==> config.mk <==
export PLATFORM = sky130hd
export DESIGN_NAME = systolic_tile_scheduler
export DESIGN_NICKNAME = d
export VERILOG_FILES = /design/src/rtl/systolic_tile_scheduler.sv
export SDC_FILE = /design/constraint.sdc
export NUM_CORES = 1
export LEC_CHECK = 0
export CAP_MARGIN = 20
export CORE_MARGIN = 2
export CORE_UTILIZATION = 54
export CTS_CLUSTER_DIAMETER = 120
export DETAILED_ROUTE_END_ITERATION = 10
export MAX_ROUTING_LAYER = met4
export PLACE_DENSITY = 0.8
export SLEW_MARGIN = 40
export SYNTH_ARGS = -nofsm -noshare
export SYNTH_HDL_FRONTEND = slang
export SYNTH_SLANG_ARGS = --single-unit
==> constraint.sdc <==
create_clock -name clk -period 2.5 [get_ports clk]
set_input_delay 0.5 -clock clk [delete_from_list [all_inputs] [get_ports clk]]
set_output_delay 0.5 -clock clk [all_outputs]
set_load 0.01 [all_outputs]
==> src/rtl/systolic_tile_scheduler.sv <==
// rtl/systolic_tile_scheduler.sv - GEMM tile sequencer driving the systolic array controller
//
// Walks one job as a grid of N_SIZE x N_SIZE weight tiles, n-outer / k-inner.
// For every tile it streams N_SIZE weight rows into the array, leaves a one-cycle
// gap, waits for the controller to report ready, then holds valid_in until the
// controller signals the activation pass is complete.
//
// Ports:
//   clk, rst_n        clock, synchronous active-low reset
//   start             job request, only honoured while idle
//   cfg_k_tiles       reduction tiles per column tile (latched on start)
//   cfg_n_tiles       column tiles (latched on start)
//   sa_ready/sa_done  controller idle indication / pass-complete pulse
//   sa_load_weight    controller load_weight
//   sa_valid_in       controller valid_in
//   wt_rd_en/addr     weight-buffer read port
//   acc_clear         accumulator overwrite flag for k==0 passes
//   tile_k_idx/n_idx  current tile coordinates
//   busy/done         job in progress / one-cycle end-of-job pulse
module systolic_tile_scheduler #(
  parameter int N_SIZE     = 32,
  parameter int ADDR_WIDTH = 10,
  parameter int TILE_W     = 6
) (
  input  logic                  clk,
  input  logic                  rst_n,
  input  logic                  start,
  input  logic [TILE_W-1:0]     cfg_k_tiles,
  input  logic [TILE_W-1:0]     cfg_n_tiles,
  input  logic                  sa_ready,
  input  logic                  sa_done,
  output logic                  sa_load_weight,
  output logic                  sa_valid_in,
  output logic                  wt_rd_en,
  output logic [ADDR_WIDTH-1:0] wt_rd_addr,
  output logic                  acc_clear,
  output logic [TILE_W-1:0]     tile_k_idx,
  output logic [TILE_W-1:0]     tile_n_idx,
  output logic                  busy,
  output logic                  done
);

  typedef enum logic [2:0] {
    IDLE,
    LOAD_WT,
    GAP,
    WAIT_RDY,
    COMPUTE,
    ADVANCE,
    FINISH
  } state_t;

  localparam int ROW_W = (N_SIZE > 1) ? $clog2(N_SIZE) : 1;
  localparam logic [ROW_W-1:0]      LAST_ROW    = ROW_W'(N_SIZE - 1);
  localparam logic [ADDR_WIDTH-1:0] TILE_STRIDE = ADDR_WIDTH'(N_SIZE);
  localparam logic [TILE_W-1:0]     ONE_TILE    = TILE_W'(1);

  state_t                  state;
  logic [ROW_W-1:0]        row;
  logic [ADDR_WIDTH-1:0]   base;
  logic [TILE_W-1:0]       k_tiles;
  logic [TILE_W-1:0]       n_tiles;

  // Every output is a register, so each transition also sets the outputs the
  // destination state presents in its first cycle.
  always_ff @(posedge clk) begin
    if (!rst_n) begin
      state          <= IDLE;
      row            <= '0;
      base           <= '0;
      k_tiles        <= '0;
      n_tiles        <= '0;
      sa_load_weight <= 1'b0;
      sa_valid_in    <= 1'b0;
      wt_rd_en       <= 1'b0;
      wt_rd_addr     <= '0;
      acc_clear      <= 1'b0;
      tile_k_idx     <= '0;
      tile_n_idx     <= '0;
      busy           <= 1'b0;
      done           <= 1'b0;
    end else begin
      case (state)
        IDLE: begin
          if (start) begin
            k_tiles    <= cfg_k_tiles;
            n_tiles    <= cfg_n_tiles;
            tile_k_idx <= '0;
            tile_n_idx <= '0;
            base       <= '0;
            row        <= '0;
            busy       <= 1'b1;
            // An empty grid still reports completion so the layer sequencer
            // never stalls on a degenerate job.
            if (cfg_k_tiles == '0 || cfg_n_tiles == '0) begin
              state <= FINISH;
              done  <= 1'b1;
            end else begin
              state          <= LOAD_WT;
              sa_load_weight <= 1'b1;
              wt_rd_en       <= 1'b1;
              wt_rd_addr     <= '0;
            end
          end
        end

        LOAD_WT: begin
          if (row == LAST_ROW) begin
            state          <= GAP;
            sa_load_weight <= 1'b0;
            wt_rd_en       <= 1'b0;
            row            <= '0;
          end else begin
            row        <= row + 1'b1;
            wt_rd_addr <= wt_rd_addr + 1'b1;
          end
        end

        GAP: begin
          state     <= WAIT_RDY;
          acc_clear <= (tile_k_idx == '0);
        end

        // sa_done is deliberately not looked at here; only sa_ready matters.
        WAIT_RDY: begin
          if (sa_ready) begin
            state       <= COMPUTE;
            sa_valid_in <= 1'b1;
          end
        end

        COMPUTE: begin
          if (sa_done) begin
            state       <= ADVANCE;
            sa_valid_in <= 1'b0;
            acc_clear   <= 1'b0;
          end
        end

        // Base advances by one tile stride each pass, so tile t lands on
        // t*N_SIZE without a multiplier; wrapping past the buffer is allowed.
        ADVANCE: begin
          base       <= base + TILE_STRIDE;
          wt_rd_addr <= base + TILE_STRIDE;
          if (tile_k_idx != k_tiles - ONE_TILE) begin
            tile_k_idx     <= tile_k_idx + ONE_TILE;
            state          <= LOAD_WT;
            sa_load_weight <= 1'b1;
            wt_rd_en       <= 1'b1;
          end else begin
            tile_k_idx <= '0;
            if (tile_n_idx != n_tiles - ONE_TILE) begin
              tile_n_idx     <= tile_n_idx + ONE_TILE;
              state          <= LOAD_WT;
              sa_load_weight <= 1'b1;
              wt_rd_en       <= 1'b1;
            end else begin
              state <= FINISH;
              done  <= 1'b1;
            end
          end
        end

        FINISH: begin
          done  <= 1'b0;
          busy  <= 1'b0;
          state <= IDLE;
        end

        default: state <= IDLE;
      endcase
    end
  end

endmodule

==> reports/qor.yml <==
die_h_um: 76.5
clk_path_buf_depth: 2
post-route-period-util_pct: 90.0
fin_skew_ps: 10.4
synth_area_leader_cell: "dfxtp_1"
whs_path_depth: 2
place_congestion: 0.946
route.vias.total: 2699
die_width_um: 76.5
report.final.slew_viol_count: 0
syn-cell-area_mm2: 0.00284
final_common_cell: "dfxtp_1"
reg2reg_to: "tile_k_idx[5]$_SDFFE_PN0P_"
netlist_top_cells_area: "dfxtp_1, a21oi_1, nand2_1"
drtIter0Drc: 196
grt_usage_pct: 24.5
grt_overflow: 0
ff2ff_path_depth: 7
maxCapViolations: 0
relSlewSlack_pct: 67.0
wl_um: 6710
grt_util_met3_pct: 4.74
regToRegStartpoint: "k_tiles[0]$_SDFFE_PN0P_"
initial_core_util_pct: 55.9
ys.flop_type: "dfxtp_1"
crit_end: "tile_k_idx[5]$_SDFFE_PN0P_"
ir_drop_mv: 0.425
synth-seq-area-share_pct: 36.7
root_buffer: "clkbuf_8"
cts_max_level: 2
ys_ff_latch: 52
drive_above_1_share_pct: 7.82
hold_path.class: "flip-flop to flip-flop"
cp_data_arrival_time_ps: 2490
worstSetupStartpointType: "flip-flop"
postPlaceCellArea_mm2: 0.00338
final_cells: 479
stdcell_area_mm2: 0.00349
critPathRequiredTime_ps: 2740
cts_buffers: 5
min_period_ps: 2250
die_area_mm2: 0.00585
rsz0062_at_grt: "no"
multi_input_area_mm2: 0.00170
ys_warn_count: 0
critPathCaptureType: "flip-flop"
clock-sinks: 52
critical_path_class: "flip-flop to flip-flop"
clkTransAtPathRegs_ps: 90
grt_max_degree: 27
drtAntennaViolNets: 0
syn_inst: 360
synth_top_area_share_pct: 36.7
synth.avg_cell_area_um2: 7.89
cp_max_fo: 4
p_leak_uw: 0.00128
layout_common_cells: "dfxtp_1, nand2_1, clkdlybuf4s50_1"
vias_per_cell: 5.63
antenna_found_initial: 0
critPathLaunch: "k_tiles[0]$_SDFFE_PN0P_"
grt_pass1_wl_um: 11500
top_usage_layer: "met2"
powerDensity_mw_per_mm2: 461
fin_ws_ps: 251
ys_types: 55
pin_count: 45
drc: 0
antenna_cells: 0
grt_pass1_vias: 2587
hold_violations: 0
num_rows: 26
synthArstFlopShare_pct: 0
cts_tree: "built"
fillCellCount: 435
fmax_mhz: 445
tightest_slew_ps: 494
io_buffers: 44
regToRegSetupSlack_ps: 250
use_met1_pct: 29.0
coreArea_mm2: 0.00507
area_delta_synth_final_pct: 23.1
dp.cells: 469
power_uw: 1610
drtPass1Iterations: 4
worstSkewPairLatency_ps: 310
regArea_mm2: 0.00104
dp_slack_ps: -38.6
fin_util_pct: 68.9
hpwl_um: 4980
wl_per_cell_um: 14.0
fin_nets: 434
synth_edf_count: 0
use_met2_pct: 41.9
setup_violations: 0
outcome: "complete, no violations"
ctsHoldBuffers: 0
synth_nets: 386
[sequential cells by signal (all words and copies together) (netlist names)]
register	cells
busy	1
acc_clear	1
done	1
sa_valid_in	1
wt_rd_addr	10
row	5
base	5
tile_k_idx	6
state	3
k_tiles	6
tile_n_idx	6
n_tiles	6
wt_rd_en	1
[worst min-delay path by stage]
stage | start | endpoint | slack [ps]
after floorplan | row[3]$_SDFFE_PN0P_ | row[3]$_SDFFE_PN0P_ | 440
after global placement | row[3]$_SDFFE_PN0P_ | row[3]$_SDFFE_PN0P_ | 440
after detailed placement | row[3]$_SDFFE_PN0P_ | row[3]$_SDFFE_PN0P_ | 470
after CTS | row[3]$_SDFFE_PN0P_ | row[3]$_SDFFE_PN0P_ | 490
after global routing | n_tiles[5]$_SDFFE_PN0P_ | n_tiles[5]$_SDFFE_PN0P_ | 510
final | row[3]$_SDFFE_PN0P_ | row[3]$_SDFFE_PN0P_ | 480
[routing by layer]
layer  vias up  wire (um)
met4         0         61
met2        57       3380
met1      1265       3000
met3         5        261
met5         -          0
li1       1372          -
[final cells by class]
type | count | share of cell area, %
Multi-Input combinational cell | 281 | 48.6
Sequential cell | 52 | 29.8
Timing Repair Buffer | 56 | 15.2
Tap cell | 70 | 2.51
Clock buffer | 6 | 2.36
Inverter | 12 | 1.29
Clock inverter | 2 | 0.286
[kinds of logic (layout without fill, tap and decap cells)]
group | Yosys count | count (layout) | share of synthesized area [%]
xor+xnor | 25 | 25 | 7.71
simple gates | 155 | 155 | 27.1
mux | 2 | 2 | 0.705
fa+ha+maj | 9 | 9 | 3.97
buf+inv | 27 | 76 | 3.75
compound gates | 90 | 90 | 20.1
flops | 52 | 52 | 36.7
[worst max-delay path: stages (launching register included)]
cell and delay (ps):
dfxtp_2 350, or3_4 420, o31a_2 300, o32ai_2 210, nor3_4 110, buf_4 170
or4_1 470, a31oi_1 160
[power by group]
part / internal, uW / total [uW] / switching [uW]
Sequential: 849 / 876 / 26.8
Combinational: 111 / 242 / 130
Clock: 222 / 494 / 273
Total: 1180 / 1610 / 430
[metrics by stage]
| step | hold slack [ps] | setup TNS (ps) |
|---|---|---|
| 6_report | 481 | 0 |
| 5_1_grt | 510 | 0 |
| 4_1_cts | 487 | 0 |
| 3_5_place_dp | 474 | -52.4 |
| 3_3_place_gp | 443 | 0 |
| 2_1_floorplan | 436 | 0 |
[Yosys cell counts (all sizes together) (2+ instances only)]
cell and number:
o31ai 2, clkbuf 11, nand3b 2, dfxtp 52
a211oi 2, mux2i 2, ha 9, nor2b 3
o21ai 17, nor3 7, a22oi 7, a31oi 3
a21o 3, or3 11, nand2b 4, a221oi 2
nand2 50, nor4 4, nor2 39, a21oi 40
clkinv 2, and3 5, and4 2, and2 2
a311oi 3, inv 10, xor2 14, nand4 5
nand3 17, buf 4, xnor2 11
[timing repair]
item                       in CTS  in global routing
setup endpoints to repair       0                  4
setup buffers                   0                  2
resized for setup               0                  2
(Power assumes the default switching activity.)
